$ cat src/rtl/branch_steer_pkg.sv
// branch_steer_pkg: shared dataflow defaults and pointer sizing for branch_steer.
package branch_steer_pkg;
  localparam int N_DEF = 16;
  localparam int DEPTH_DEF = 4;
  localparam int PTR_W = $clog2(DEPTH_DEF);
  function automatic int ptr_w(input int depth);
    return $clog2(depth);
  endfunction
endpackage

$ cat src/rtl/branch_steer_token_fifo.sv
// token_fifo: power-of-two token FIFO; a push to a full FIFO lands only if the same edge pops.
module token_fifo
  import branch_steer_pkg::*;
#(
  parameter int W = 1,
  parameter int DEPTH = DEPTH_DEF
) (
  input  logic         i_clk,
  input  logic         i_rst,
  input  logic         i_push,
  input  logic [W-1:0] i_push_data,
  input  logic         i_pop,
  output logic [W-1:0] o_head,
  output logic         o_empty,
  output logic         o_full,
  output logic         o_drop
);
  localparam int PW = ptr_w(DEPTH);
  logic [W-1:0] r_mem [DEPTH];
  logic [PW-1:0] r_wp, r_rp;
  logic [PW:0] r_cnt;
  logic w_wr, w_rd;
  assign o_empty = r_cnt == '0;
  assign o_full = r_cnt == (PW+1)'(DEPTH);
  assign w_rd = i_pop & ~o_empty;
  assign w_wr = i_push & (~o_full | w_rd);
  assign o_drop = i_push & ~w_wr;
  assign o_head = r_mem[r_rp];
  always_ff @(posedge i_clk or posedge i_rst)
    if (i_rst) begin
      r_wp <= '0;
      r_rp <= '0;
      r_cnt <= '0;
    end else begin
      r_wp <= r_wp + PW'(w_wr);
      r_rp <= r_rp + PW'(w_rd);
      r_cnt <= r_cnt + (PW+1)'(w_wr) - (PW+1)'(w_rd);
    end
  always_ff @(posedge i_clk)
    if (w_wr) r_mem[r_wp] <= i_push_data;
endmodule

$ cat src/rtl/branch_steer.sv
// branch_steer: pairs condition and data tokens in arrival order and steers data to T/F outputs.
// Define BRANCH_STEER_OVF_EN to enable the sticky OVF drop flag; otherwise OVF is tied low.
module branch_steer
  import branch_steer_pkg::*;
#(
  parameter int N = N_DEF,
  parameter int DEPTH = DEPTH_DEF
) (
  input  logic         CLK,
  input  logic         RST,
  input  logic         EN,
  input  logic         R_COND,
  input  logic         D_COND,
  input  logic         R_IN,
  input  logic [N-1:0] D_IN,
  output logic         R_OUT_T,
  output logic [N-1:0] D_OUT_T,
  output logic         R_OUT_F,
  output logic [N-1:0] D_OUT_F,
  output logic         OVF
);
  logic w_c_head, w_c_empty, w_c_full, w_c_drop;
  logic [N-1:0] w_d_head;
  logic w_d_empty, w_d_full, w_d_drop;
  logic w_fire;
  logic r_out_t, r_out_f;
  logic [N-1:0] r_d_t, r_d_f;
  assign w_fire = EN & ~w_c_empty & ~w_d_empty;
  token_fifo #(.W(1), .DEPTH(DEPTH)) u_cond (
    .i_clk(CLK), .i_rst(RST), .i_push(EN & R_COND), .i_push_data(D_COND), .i_pop(w_fire),
    .o_head(w_c_head), .o_empty(w_c_empty), .o_full(w_c_full), .o_drop(w_c_drop)
  );
  token_fifo #(.W(N), .DEPTH(DEPTH)) u_data (
    .i_clk(CLK), .i_rst(RST), .i_push(EN & R_IN), .i_push_data(D_IN), .i_pop(w_fire),
    .o_head(w_d_head), .o_empty(w_d_empty), .o_full(w_d_full), .o_drop(w_d_drop)
  );
  always_ff @(posedge CLK or posedge RST)
    if (RST) begin
      r_out_t <= 1'b0;
      r_out_f <= 1'b0;
      r_d_t <= '0;
      r_d_f <= '0;
    end else if (EN) begin
      r_out_t <= w_fire & w_c_head;
      r_out_f <= w_fire & ~w_c_head;
      if (w_fire & w_c_head) r_d_t <= w_d_head;
      if (w_fire & ~w_c_head) r_d_f <= w_d_head;
    end
  assign R_OUT_T = r_out_t;
  assign R_OUT_F = r_out_f;
  assign D_OUT_T = r_d_t;
  assign D_OUT_F = r_d_f;
`ifdef BRANCH_STEER_OVF_EN
  logic r_ovf;
  logic w_unused;
  assign w_unused = w_c_full | w_d_full;
  always_ff @(posedge CLK or posedge RST)
    if (RST) r_ovf <= 1'b0;
    else if (w_c_drop | w_d_drop) r_ovf <= 1'b1;
  assign OVF = r_ovf;
`else
  logic w_unused;
  assign w_unused = w_c_full | w_d_full | w_c_drop | w_d_drop;
  assign OVF = 1'b0;
`endif
endmodule

$ cat config.mk
export PLATFORM = sky130hd
export DESIGN_NAME = branch_steer
export DESIGN_NICKNAME = d
export VERILOG_FILES = /design/src/rtl/branch_steer_pkg.sv /design/src/rtl/branch_steer_token_fifo.sv /design/src/rtl/branch_steer.sv
export SDC_FILE = /design/constraint.sdc
export NUM_CORES = 1
export LEC_CHECK = 0
export ABC_AREA = 1
export CELL_PAD_IN_SITES_DETAIL_PLACEMENT = 2
export CELL_PAD_IN_SITES_GLOBAL_PLACEMENT = 2
export CORE_UTILIZATION = 36
export CTS_CLUSTER_SIZE = 28
export DETAILED_ROUTE_END_ITERATION = 16
export HOLD_SLACK_MARGIN = 0.12
export PLACE_DENSITY = 0.79
export SLEW_MARGIN = 10
export SYNTH_ARGS = -nofsm -noshare
export SYNTH_HDL_FRONTEND = slang
export SYNTH_SLANG_ARGS = --single-unit
$ cat constraint.sdc
create_clock -name CLK -period 3.3 [get_ports CLK]
set_clock_uncertainty 0.2 [all_clocks]
set_input_delay 0.33 -clock CLK [delete_from_list [all_inputs] [get_ports CLK]]
set_output_delay 0.33 -clock CLK [all_outputs]
set_load 0.005 [all_outputs]
==> flow_summary.json <==
{
  "n_fill_cell": 1431,
  "cap_violations": 0,
  "cts_tree": "built",
  "layout.cells.non_filler": 750,
  "fmax_mhz": 367,
  "p_per_area_nw_per_um2": 978,
  "cts.clk_slew.worst_paths_ns": 0.05,
  "synthSimpleGateAreaFrac": 0.223,
  "synth_seq_cells": 116,
  "fin_crit_ns": 2.72,
  "ys_seq_area_frac": 0.638,
  "firstDrtPassIters": 4,
  "final_common_cell": "nand2_1",
  "hold_buffers": 0,
  "min_path_cells": 2,
  "cts_sinks": 116,
  "ys_warn_count": 0,
  "power_leakage_nw": 2.99,
  "slowest_delay_ns": 0.47,
  "pre_cts_slack_ns": 0.614,
  "period_share": 0.825,
  "utilization": 0.462,
  "synth_compound_area_frac": 0.00492,
  "syn-num-nets": 525,
  "slew_headroom": 0.297,
  "start_util": 0.368,
  "final_cell_mix": "nand2_1 (153), inv_1 (85), nand3_1 (69), edfxtp_1 (68), clkdlybuf4s50_1 (55)",
  "peakVddDrop_mv": 0.532,
  "min_path_type": "flip-flop to flip-flop",
  "postCtsSetupBuffers": 0,
  "synth_top_area_cell": "edfxtp_1",
  "crit_family": "adder cells",
  "reg2reg_depth": 8,
  "cp.required_ns": 3.43,
  "worstSkewPairLatency_ns": 0.42,
  "antenna_found_initial": 0,
  "yosysUniqueCellTypes": 26,
  "grt_pass1_wl_mm": 21.9,
  "syn_inst": 495,
  "wirelength_mm": 13.4,
  "async_reset_ff_frac": 0.414,
  "outcome": "finished clean",
  "cp-start-kind": "flip-flop",
  "design_area_sq_um": 6380,
  "initialDrtViolationCount": 156,
  "synthFlopType": "edfxtp_1",
  "path_buf_inv": 1,
  "synth_edf_count": 68,
  "path_cells": "nor2_1 -> nand2_2 -> o21bai_1 -> inv_1 -> ha_1 -> fa_1 -> xnor2_1 -> xor2_1",
  "io-pin-count": 57,
  "yosys.area.top_type_share": 0.402,
  "crit_arrival_ns": 2.85,
  "drcViolationCount": 0,
  "finalSetupTns_ns": 0,
  "end_kind": "flip-flop",
  "synth-adder-area-share": 0.0226,
  "synthMuxAreaShare": 0,
  "timing.hold.ws_ns": 0.271,
  "cp_max_fo": 5,
  "ant_nets": 0,
  "h-tree-depth": 4,
  "grt-ovfl-total": 0,
  "die-height_microns": 121,
  "crit_cells": 8,
  "gr-usage-all-layers": 0.205,
  "grt_start_max_net_pins": 49,
  "worst-slew-pin-transition_ns": 1.05,
  "num_vias": 3540,
  "areaGrowthSynthToFinish_pct": 25.6,
  "p_total_mw": 6.24,
  "rsz0062_at_grt": "no",
  "layout_setup_ws_ns": 0.578,
  "postSynthAreaPerCell_sq_um": 10.3,
  "antennaDiodeCount": 0,
  "place_inst": 718,
  "rows": 43,
  "critPathSlowestCell": "o21bai_1",
  "gp_congestion": 0.720,
  "io_buffer_count": 55,
  "nNetsFinal": 587,
  "numCtsBuffers": 17,
  "hpwlAfterDp_mm": 8.47,
  "cts.path.max_buffers": 2,
  "grt_pass1_vias": 4046,
  "setup_violations": 0,
  "die_w_microns": 121,
  "slew_viol_final": 0,
  "yosys-top-cells-area": "edfxtp_1 (40%), dfrtp_1 (24%), nand2_1 (11%), nand3_1 (6.8%), inv_1 (6.3%)",
  "wire_per_inst_microns": 17.9,
  "die_area_sq_um": 14600,
  "synth_area_sq_um": 5080,
  "ctsResizeCount": 0,
  "worstSetupPathType": "flip-flop to flip-flop",
  "core_sq_um": 13800,
  "drive_gt1_frac": 0.109,
  "synth_xor_area_frac": 0.0138,
  "vias_per_cell": 4.72,
  "finalHoldViolations": 0,
  "synth_top_family_by_area": "simple AND/OR/NAND/NOR gates",
  "clockRootBuffer": "clkbuf_16",
  "postPlaceCellArea_sq_um": 5770
}
## logic make-up after synthesis
group,Yosys count
other cells,1
fa+ha+maj,8
flops,116
compound gates,4
simple gates,250
xor+xnor,8
buf+inv,108
## synthesized netlist by cell type, types with 2 or more instances
master    count
inv_2         3
buf_6         6
dfrtp_1      48
nor3_1        8
nand2_1     153
nand3_1      69
buf_12        2
clkbuf_1      3
buf_2         7
xor2_1        5
nor2_1        2
o21bai_1      2
nand2_4       5
edfxtp_1     68
inv_1        86
ha_1          6
xnor2_1       3
nand2_2      10
fa_1          2
## per-layer routing
| layer | vias up | wire, microns | GRT usage |
|---|---|---|---|
| met1 | 1775 | 6050 | 0.256 |
| met3 | 21 | 428 | 0.0472 |
| met2 | 63 | 6700 | 0.341 |
| li1 | 1681 | - | - |
| met5 | - | 0 | 0 |
| met4 | 0 | 243 | 0.0856 |
## final cells by class
class                   count  area (sq um)  share of cell area
flip-flops and latches    116          3240               0.508
repair buffers             62           603              0.0945
clock inverters             6          60.1             0.00941
inverters                  89           334              0.0523
multi-input cells         271          1370               0.214
clock buffers              26           553              0.0866
well taps                 180           225              0.0353
## tightest hold or removal path: stages (launching register included)
cell and delay (ns):
dfrtp_1 0.34, nand2_1 0.05, nand2_1 0.05
## worst paths after layout
check                           slack, ns                      start                   endpoint
worst min-delay path                 0.27     D_OUT_F[7]$_DFFE_PP0P_     D_OUT_F[7]$_DFFE_PP0P_
worst max-delay path                 0.58  u_cond.r_cnt[1]$_DFF_PP0_  u_data.r_cnt[2]$_DFF_PP0_
worst min register to register       0.27     D_OUT_F[7]$_DFFE_PP0P_     D_OUT_F[7]$_DFFE_PP0P_
worst max register to register       0.58  u_cond.r_cnt[1]$_DFF_PP0_  u_data.r_cnt[2]$_DFF_PP0_
max in group asynchronous            1.94                        RST     D_OUT_F[7]$_DFFE_PP0P_
min in group asynchronous            0.28                        RST        R_OUT_T$_DFFE_PP0P_
## registers in the layout, summed over array words and instances, names as in the netlist, 2 cells and up
| register | count |
|---|---|
| u_cond.r_wp | 2 |
| D_OUT_F | 16 |
| u_data.r_wp | 2 |
| D_OUT_T | 16 |
| u_data.r_mem | 64 |
| u_data.r_rp | 2 |
| u_cond.r_rp | 2 |
| u_data.r_cnt | 3 |
| u_cond.r_cnt | 3 |
| u_cond.r_mem | 4 |
## report_power, final
group          internal (mW)  switching, mW
combinational          0.843           1.35
clock                   1.23          0.630
sequential              1.94          0.259
total                   4.00           2.24
(Power assumes the default switching activity.)
